$ cat src/rtl/cache_write_combine_buffer_pkg.sv
// Shared line geometry for the write-combining buffer.
// Default word/line sizes plus helpers deriving offset and pointer field widths.
package cache_write_combine_buffer_pkg;

    localparam int WORD                  = 32;
    localparam int CACHE_LINE_SIZE       = 16;
    localparam int CACHE_LINE_BIT_LENGTH = CACHE_LINE_SIZE * 8;

    function automatic int byte_off_w(input int word_w);
        return $clog2(word_w / 8);
    endfunction

    function automatic int word_idx_w(input int words);
        return $clog2(words);
    endfunction

    function automatic int line_off_w(input int word_w, input int words);
        return byte_off_w(word_w) + word_idx_w(words);
    endfunction

    function automatic int ptr_w(input int depth);
        return (depth > 1) ? $clog2(depth) : 1;
    endfunction

endpackage

$ cat src/rtl/wcb_line_place.sv
// Places one store word into a line-wide data image and byte-strobe vector.
// Disabled bytes are zeroed so merge logic can OR the result straight in.
module wcb_line_place #(
    parameter int WORD_W         = 32,
    parameter int WORDS_PER_LINE = 4,
    parameter int IDX_W          = 2
) (
    input  logic [WORD_W/8-1:0]                w_en,
    input  logic [IDX_W-1:0]                   word_idx,
    input  logic [WORD_W-1:0]                  wdata,
    output logic [WORD_W*WORDS_PER_LINE-1:0]   line_data,
    output logic [WORDS_PER_LINE*WORD_W/8-1:0] line_strb
);

    localparam int BYTES = WORD_W / 8;

    logic [WORD_W-1:0] masked;

    always_comb begin
        masked    = '0;
        line_data = '0;
        line_strb = '0;
        for (int b = 0; b < BYTES; b++) begin
            masked[b*8 +: 8] = w_en[b] ? wdata[b*8 +: 8] : 8'h00;
        end
        for (int w = 0; w < WORDS_PER_LINE; w++) begin
            if (word_idx == IDX_W'(w)) begin
                line_data[w*WORD_W +: WORD_W] = masked;
                line_strb[w*BYTES +: BYTES]   = w_en;
            end
        end
    end

endmodule

$ cat src/rtl/cache_write_combine_buffer.sv
// Write-combining buffer: merges word stores into line entries held in a FIFO
// and drains closed lines through a valid/ready master port.
module cache_write_combine_buffer
    import cache_write_combine_buffer_pkg::*;
#(
    parameter int WORD_W         = WORD,
    parameter int WORDS_PER_LINE = CACHE_LINE_SIZE / (WORD / 8),
    parameter int ADDR_W         = 32,
    parameter int DEPTH          = 2,
    parameter int TIMEOUT        = 15
) (
    input  logic                                clk,
    input  logic                                rst_n,
    input  logic                                p_valid,
    output logic                                p_ready,
    input  logic [ADDR_W-1:0]                   p_addr,
    input  logic [WORD_W/8-1:0]                 p_w_en,
    input  logic [WORD_W-1:0]                   p_wdata,
    input  logic                                flush,
    output logic                                m_valid,
    input  logic                                m_ready,
    output logic [ADDR_W-1:0]                   m_line_addr,
    output logic [WORD_W*WORDS_PER_LINE-1:0]    m_line_data,
    output logic [WORDS_PER_LINE*WORD_W/8-1:0]  m_line_strb,
    output logic                                empty
);

    localparam int BYTES  = WORD_W / 8;
    localparam int LINE_W = WORD_W * WORDS_PER_LINE;
    localparam int STRB_W = WORDS_PER_LINE * BYTES;
    localparam int BO_W   = byte_off_w(WORD_W);
    localparam int IDX_W  = word_idx_w(WORDS_PER_LINE);
    localparam int OFF_W  = line_off_w(WORD_W, WORDS_PER_LINE);
    localparam int PW     = ptr_w(DEPTH);
    localparam int CW     = $clog2(DEPTH + 1);
    localparam int TW     = $clog2(TIMEOUT + 1);

    function automatic logic [PW-1:0] ptr_inc(input logic [PW-1:0] p);
        return (p == PW'(DEPTH - 1)) ? '0 : p + PW'(1);
    endfunction

    logic [DEPTH-1:0]  e_valid;
    logic [DEPTH-1:0]  e_closed;
    logic [ADDR_W-1:0] e_addr [DEPTH];
    logic [LINE_W-1:0] e_data [DEPTH];
    logic [STRB_W-1:0] e_strb [DEPTH];

    logic [PW-1:0] head;
    logic [PW-1:0] tail;
    logic [PW-1:0] young;
    logic [CW-1:0] count;
    logic [TW-1:0] timer;

    logic [ADDR_W-1:0] line_addr;
    logic [IDX_W-1:0]  word_idx;
    logic [LINE_W-1:0] pl_data;
    logic [STRB_W-1:0] pl_strb;
    logic [LINE_W-1:0] pl_mask;
    logic [LINE_W-1:0] merged_data;
    logic [STRB_W-1:0] merged_strb;

    logic young_open;
    logic store;
    logic merge;
    logic alloc;
    logic pop;
    logic close_young;
    logic unused_addr;

    assign line_addr   = {p_addr[ADDR_W-1:OFF_W], {OFF_W{1'b0}}};
    assign word_idx    = p_addr[OFF_W-1:BO_W];
    assign unused_addr = ^p_addr[BO_W-1:0];

    wcb_line_place #(
        .WORD_W         (WORD_W),
        .WORDS_PER_LINE (WORDS_PER_LINE),
        .IDX_W          (IDX_W)
    ) u_place (
        .w_en      (p_w_en),
        .word_idx  (word_idx),
        .wdata     (p_wdata),
        .line_data (pl_data),
        .line_strb (pl_strb)
    );

    always_comb begin
        pl_mask = '0;
        for (int i = 0; i < STRB_W; i++) begin
            pl_mask[i*8 +: 8] = {8{pl_strb[i]}};
        end
    end

    assign young       = (tail == '0) ? PW'(DEPTH - 1) : tail - PW'(1);
    assign young_open  = (count != '0) && !e_closed[young];
    assign merged_data = (e_data[young] & ~pl_mask) | pl_data;
    assign merged_strb = e_strb[young] | pl_strb;

    assign p_ready = (count < CW'(DEPTH));
    assign empty   = (count == '0);
    assign store   = p_valid && p_ready && (p_w_en != '0);
    assign merge   = store && young_open && !flush
                   && (e_addr[young] == line_addr);
    assign alloc   = store && !merge;
    assign m_valid = e_valid[head] && e_closed[head];
    assign pop     = m_valid && m_ready;

    // Allocation always seals the previous youngest; idle close needs no store.
    assign close_young = young_open
        && (alloc
            || (merge && (&merged_strb))
            || (!store && (flush || timer == TW'(TIMEOUT))));

    assign m_line_addr = m_valid ? e_addr[head] : '0;
    assign m_line_data = m_valid ? e_data[head] : '0;
    assign m_line_strb = m_valid ? e_strb[head] : '0;

    always_ff @(posedge clk) begin
        if (!rst_n) begin
            e_valid  <= '0;
            e_closed <= '0;
            head     <= '0;
            tail     <= '0;
            count    <= '0;
            timer    <= '0;
        end else begin
            if (pop) begin
                e_valid[head] <= 1'b0;
                head          <= ptr_inc(head);
            end
            if (close_young) begin
                e_closed[young] <= 1'b1;
            end
            if (merge) begin
                e_data[young] <= merged_data;
                e_strb[young] <= merged_strb;
            end
            if (alloc) begin
                e_valid[tail]  <= 1'b1;
                e_closed[tail] <= 1'b0;
                e_addr[tail]   <= line_addr;
                e_data[tail]   <= pl_data;
                e_strb[tail]   <= pl_strb;
                tail           <= ptr_inc(tail);
            end
            count <= count + CW'(alloc) - CW'(pop);
            if (store) begin
                timer <= '0;
            end else if (young_open && timer != TW'(TIMEOUT)) begin
                timer <= timer + TW'(1);
            end
        end
    end

endmodule

$ cat config.mk
export PLATFORM = sky130hd
export DESIGN_NAME = cache_write_combine_buffer
export DESIGN_NICKNAME = d
export VERILOG_FILES = /design/src/rtl/cache_write_combine_buffer_pkg.sv /design/src/rtl/wcb_line_place.sv /design/src/rtl/cache_write_combine_buffer.sv
export SDC_FILE = /design/constraint.sdc
export NUM_CORES = 1
export LEC_CHECK = 0
export CORE_MARGIN = 4
export CORE_UTILIZATION = 50
export DETAILED_ROUTE_END_ITERATION = 7
export PLACE_DENSITY = 0.74
export REMOVE_ABC_BUFFERS = 1
export SLEW_MARGIN = 15
export SYNTH_ARGS = -nofsm -noshare
export SYNTH_HDL_FRONTEND = slang
export SYNTH_SLANG_ARGS = --single-unit
$ cat constraint.sdc
create_clock -name clk -period 19.3 [get_ports clk]
set_input_delay 2.895 -clock clk [delete_from_list [all_inputs] [get_ports clk]]
set_output_delay 2.895 -clock clk [all_outputs]
set_load 0.03 [all_outputs]
==> results.sh <==
export IMPL_fin_nets=1681
export IMPL_grt_overflow_total=0
export IMPL_vias=11906
export IMPL_hold_path_class="flop to flop"
export IMPL_synthCells=1412
export IMPL_clock_skew_final_ps=13.4
export IMPL_power_density_mw_per_mm2=87.6
export IMPL_required_ps=19430
export IMPL_drc=0
export IMPL_clkTransAtPathRegs_ps=60
export IMPL_grt_max_degree=89
export IMPL_power_share_clock_pct=39.4
export IMPL_finalSetupTns_ps=0
export IMPL_clock_sinks=357
export IMPL_dieArea_sq_mm=0.0386
export IMPL_coreArea_sq_mm=0.0348
export IMPL_p_switching_uw=441
export IMPL_port_buffers=245
export IMPL_root_buffer="clkbuf_16"
export IMPL_die_h_um=197
export IMPL_synth_area_sq_mm=0.0178
export IMPL_fin_total_pwr_mw=1.90
export IMPL_fin_ws_ps=11650
export IMPL_worstPathArrival_ps=7770
export IMPL_track_usage_pct=21.2
export IMPL_final_util_pct=62.4
export IMPL_power_frac_comb_pct=10.9
export IMPL_p_int_mw=1.46
export IMPL_worstSetupStartpoint="p_w_en[0]"
export IMPL_leakagePower_nw=6.73
export IMPL_grt_pass1_wl_um=66600
export IMPL_pre_cts_slack_ps=11150
export IMPL_peakVddDrop_v=0.0000635
export IMPL_postSynthAreaPerCell_sq_um=12.6
export IMPL_synth_seq_area_share_pct=59.6
export IMPL_dp_hpwl_um=26100
export IMPL_period_needed_ps=7650
export IMPL_synthArstFlopShare_pct=0
export IMPL_hold_viol=0
export IMPL_viasPerCell=5.70
export IMPL_clk_latency_ps=520
export IMPL_setup_viol=0
export IMPL_cts_max_path_buffers=3
export IMPL_status="complete, no violations"
export IMPL_place_congestion=0.782
export IMPL_synthAdderAreaFrac_pct=0.352
export IMPL_clock_fmax_mhz=131
export IMPL_synth_simple_area_share_pct=8.96
export IMPL_drive_gt1_share_pct=4.97
export IMPL_final_cell_mix="mux2i_1, edfxtp_1, clkdlybuf4s50_1"
export IMPL_power_frac_seq_pct=49.7
export IMPL_n_fill_cell=2731
export IMPL_synth_compound_area_share_pct=6.98
export IMPL_start_util_pct=51.1
export IMPL_tritoncts="built"
export IMPL_ctsHoldBuffers=0
export IMPL_r2r_start="tail"
export IMPL_rsz0062_at_grt="no"
export IMPL_drv_cap=0
export IMPL_rows=68
export IMPL_syn2layout_area_growth_pct=22.2
export IMPL_setup_worst_path_end_class="flop"
export IMPL_numCtsBuffers=39
export IMPL_yosysWarnings=0
export IMPL_crit_type="input pin to flop"
export IMPL_layout_commonest_cell="mux2i_1"
export IMPL_ys_ff_latch=357
export IMPL_maxSlewHeadroom_pct=21.7
export IMPL_synth_distinct_cells=43
export IMPL_synth_top_family_by_area="multiplexers"
export IMPL_drtIter0Drc=880
export IMPL_chipWidth_um=197
export IMPL_netSwitchingFraction_pct=23.2
export IMPL_first_pass_iters=5
export IMPL_synth_edf_count=344
export IMPL_muxShareOfSynthArea_pct=19.4
export IMPL_critPathMaxFanout=71
export IMPL_crit_path_start_kind="input pin"
export IMPL_cts_max_level=2
export IMPL_ant_nets=0
export IMPL_boundaryPins=252
export IMPL_grt_pass1_vias=12227
export IMPL_final_max_slew_viol_count=0
export IMPL_cts_repair_resized=0
export IMPL_antenna_found_initial=3
export IMPL_avgRoutedWirePerCell_um=20.4
export IMPL_period_share_pct=39.6
export IMPL_cts_setup_buffers=0
export IMPL_totalWireLength_um=42600
export IMPL_hold_start="timer[1]"
export IMPL_worstMarginPinSlew_ps=1170
export IMPL_synth_xor_area_share_pct=1.53
export IMPL_synthFlopType="edfxtp_1"
[power groups by stage]
stage                     combinational, mW  clock (mW)  sequential, mW
final                                 0.207       0.750           0.945
after global routing                  0.228       0.799           0.950
after CTS                             0.209       0.765           0.945
after detailed placement              0.209           0           0.961
after global placement                0.202           0           0.957
after floorplan                       0.153           0           0.972
[layout make-up]
| type | count | area (sq um) | share of cell area, % |
|---|---|---|---|
| sequential | 357 | 10600 | 48.8 |
| multi-input combinational | 939 | 6670 | 30.7 |
| tap | 455 | 569 | 2.62 |
| inverter | 7 | 26.3 | 0.121 |
| clock buffer | 52 | 1080 | 4.96 |
| timing repair buffer | 259 | 2560 | 11.8 |
| clock inverter | 17 | 210 | 0.968 |
| antenna | 2 | 5.00 | 0.0230 |
[critical path, cell delays in order]
cell,delay (ps)
clkdlybuf4s50_1,670
or4_1,220
nand3_1,130
nor3_1,430
nand4_1,140
nor2_1,390
nor2_4,70
ha_1,330
nor2_4,880
buf_4,640
buf_4,860
[logic make-up after synthesis]
logic type,Yosys count
buffers and inverters,119
other,1
DFF,357
adders and majority gates,5
AOI/OAI and AO/OA,169
xor gates and xnor gates,31
and+or+nand+nor,385
muxes,345
[synth_stat cells (3+ instances only)]
cell type  count  area [sq um]
a21oi_1        3          15.0
a22oi_1        6          45.0
and2_1        17           106
and3_1         6          37.5
buf_1         30           113
buf_2         14          70.1
buf_4          7          52.6
buf_6          8          90.1
clkbuf_1      48           180
clkbuf_2       5          25.0
dfxtp_1       13           260
edfxtp_1     344         10300
ha_1           5          62.6
inv_1          7          26.3
mux2i_1      345          3450
nand2_1      146           548
nand3_1        9          45.0
nand4_1        5          31.3
nor2_1       178           668
nor2b_1        3          18.8
nor4_1        12          75.1
o21a_1         3          22.5
o21ai_0       18          90.1
o221a_2        3          33.8
o31ai_1      127           953
xnor2_1       30           263
[flip-flops by register name, summed over array words and instances (netlist names), named ones only]
name / flops
tail: 1
timer: 4
e_data: 256
head: 1
e_addr: 56
count: 2
e_strb: 32
e_valid: 2
e_closed: 2
[metrics by stage]
step	cells	cell area (sq um)	hold WS, ps
after detailed placement	2017	20400	468
after global placement	2017	20400	462
after global routing	2087	21700	496
after CTS	2086	21700	477
final	2088	21700	475
after floorplan	1303	17300	454
[worst paths after layout]
path / cells after the start / slack, ps / to
worst max-delay path: 11 / 11650 / e_data[0][125]
worst min-delay path: 2 / 480 / timer[1]
worst max register to register: 11 / 12540 / e_data[0][125]
worst min register to register: 2 / 480 / timer[1]
[layer usage]
metal | track usage (%) | up-vias | part of all wire [%]
met5 | 0 | - | 0.052
met4 | 5.46 | 4 | 2.2
met3 | 4.27 | 74 | 6.3
met2 | 35.4 | 325 | 49
met1 | 28.6 | 5858 | 43
li1 | - | 5645 | -
Power figures use the tool's default switching activity.
==> RTL change (config.mk and constraints unchanged) <==
Set the package constant `WORD` to 16 (it was 32).
--- a/src/rtl/cache_write_combine_buffer_pkg.sv
+++ b/src/rtl/cache_write_combine_buffer_pkg.sv
@@ -2,7 +2,7 @@
 // Default word/line sizes plus helpers deriving offset and pointer field widths.
 package cache_write_combine_buffer_pkg;
 
-    localparam int WORD                  = 32;
+    localparam int WORD                  = 16;
     localparam int CACHE_LINE_SIZE       = 16;
     localparam int CACHE_LINE_BIT_LENGTH = CACHE_LINE_SIZE * 8;
 
Interface: changed (resized p_w_en and p_wdata); port bits go from 252 to 234. No check against the original RTL was run, so the function may have changed too.
==> RTL change against the original RTL <==
  * Sequential cell count unchanged
  * Clock skew decreased by 3.2 ps
  * Clock power decreased by 8.0%
  * Utilization decreased by 0.38 points
  * Global-route usage increased by 0.29 points
  * Hold slack improved by 39 ps
  * Wire length increased by 1.3%
  * Via count decreased by 0.53%
  * Critical path depth decreased by 1
  * Final area decreased by 0.60%
  * Synthesized area increased by 0.11%
  * Worst setup slack improved by 420 ps
  * Register-to-register slack improved by 1700 ps
  * Total power decreased by 6.0%
  * Highest routed layer unchanged
==> RTL change: results (changes against the original RTL) <==
Status
  – Outcome: finished clean

Critical path
  – CP max stage cell: buf_4
  – Worst EP arrival: 7360 ps (-410 ps)
  – CP Max Fanout: 74 (+4.2%)
  – Reg2Reg Depth: 10 (-1)
  – Crit-path leading delay family: buffers and inverters
  – Flop-to-flop setup slack: 14250 ps (+1710 ps)

Drt
  – Metal2 WL: 21200 um (+2.4%)
  – M1 WL: 18500 um (+1.4%)
  – Avg Vias per Cell: 5.69 (-0.19%)
  – Routed WL: 43200 um (+1.3%)
  – DRT iter0 DRCs: 823 (-6.5%)
  – WL met3: 2550 um (-5.0%)
  – TritonRoute pass-1 iters: 4 (-1)

Synthesis
  – Mean Syn Cell Area: 12.5 um2 (-0.60%)
  – Area contributors post-synth: edfxtp_1 58%, mux2i_1 19%, o31ai_1 5.4%, nor2_1 4.0%, nand2_1 3.0%
  – Synth top cells by count: 345 x mux2i_1, 344 x edfxtp_1, 191 x nor2_1, 142 x nand2_1, 128 x o31ai_1
  – Synth unique cells: 46 (+7.0%)
  – Compound-cell area share of the yosys netlist: 0.0697 (-0.0000736)
  – Synth Area in XOR/XNOR: 0.0153 (-0.0000161)

Power and ir drop
  – VDD IR max: 0.0720 mV (+13%)
  – Leak: 0.00656 uW (-2.5%)

Finish
  – # fillers: 2744 (+0.48%)
  – NumNets Final: 1657 (-1.4%)
  – Fin cells: 2081 (-0.34%)

Global routing
  – Vias in the first global route: 12100 (-1.3%)
  – First-pass GRT wire length: 66700 um (+0.17%)
  – Routing usage on met1: 0.293 (+0.00775)
  – Initial antenna violation count: 2 (-1)
  – GRT Resource Usage Total: 0.214 (+0.00287)

Worst hold path
  – Hold wc startpoint: timer[3]

Place
  – Placed cell areas: 20400 um2 (-0.10%)
  – Detailed placement HPWL: 25800 um (-1.2%)
  – Worst slack at placement: 11510 ps (+365 ps)
  – Cells after DPL: 2011 (-0.30%)
  – Buffers on Ports: 228 (-6.9%)
  – RePlAce Congestion: 0.740 (-5.3%)

STA
  – Clk_skew: 10.2 ps (-3.22 ps)
  – Relative slew slack: 0.0590 (-0.158)
  – WHS: 514 ps (+39.0 ps)
  – Post-layout minimum cycle time: 7220 ps (-422 ps)
[RTL change: changes by cell type after synthesis, sizes merged, moves of 5 or more]
| cell | change |
|---|---|
| clkbuf | +20 |
| buf | -16 |
| and2 | -14 |
| nor2 | +13 |
| nand2b | +9 |
| o21ai | -9 |
| nor2b | +7 |
| o22ai | +7 |
| a22oi | -6 |
| and3 | -5 |
| nand3 | -5 |
[RTL change: area by class of cell]
cell class | instances | area share
Sequential cell | 357 | 0.491
Multi-Input combinational cell | 947 | 0.314
Timing Repair Buffer | 247 | 0.114
Clock buffer | 54 | 0.0498
Tap cell | 455 | 0.0264
Clock inverter | 15 | 0.00423
Inverter | 5 | 0.000870
Antenna cell | 1 | 0.000116
[RTL change: final timing paths]
path / to
max: e_data[0][111]
min: timer[3]
max reg2reg: e_data[0][111]
min reg2reg: timer[3]
[RTL change: power breakdown]
group	total [uW]	internal [uW]	switching (uW)
Combinational	177	69.9	107
Clock	690	401	289
Sequential	921	903	18.7
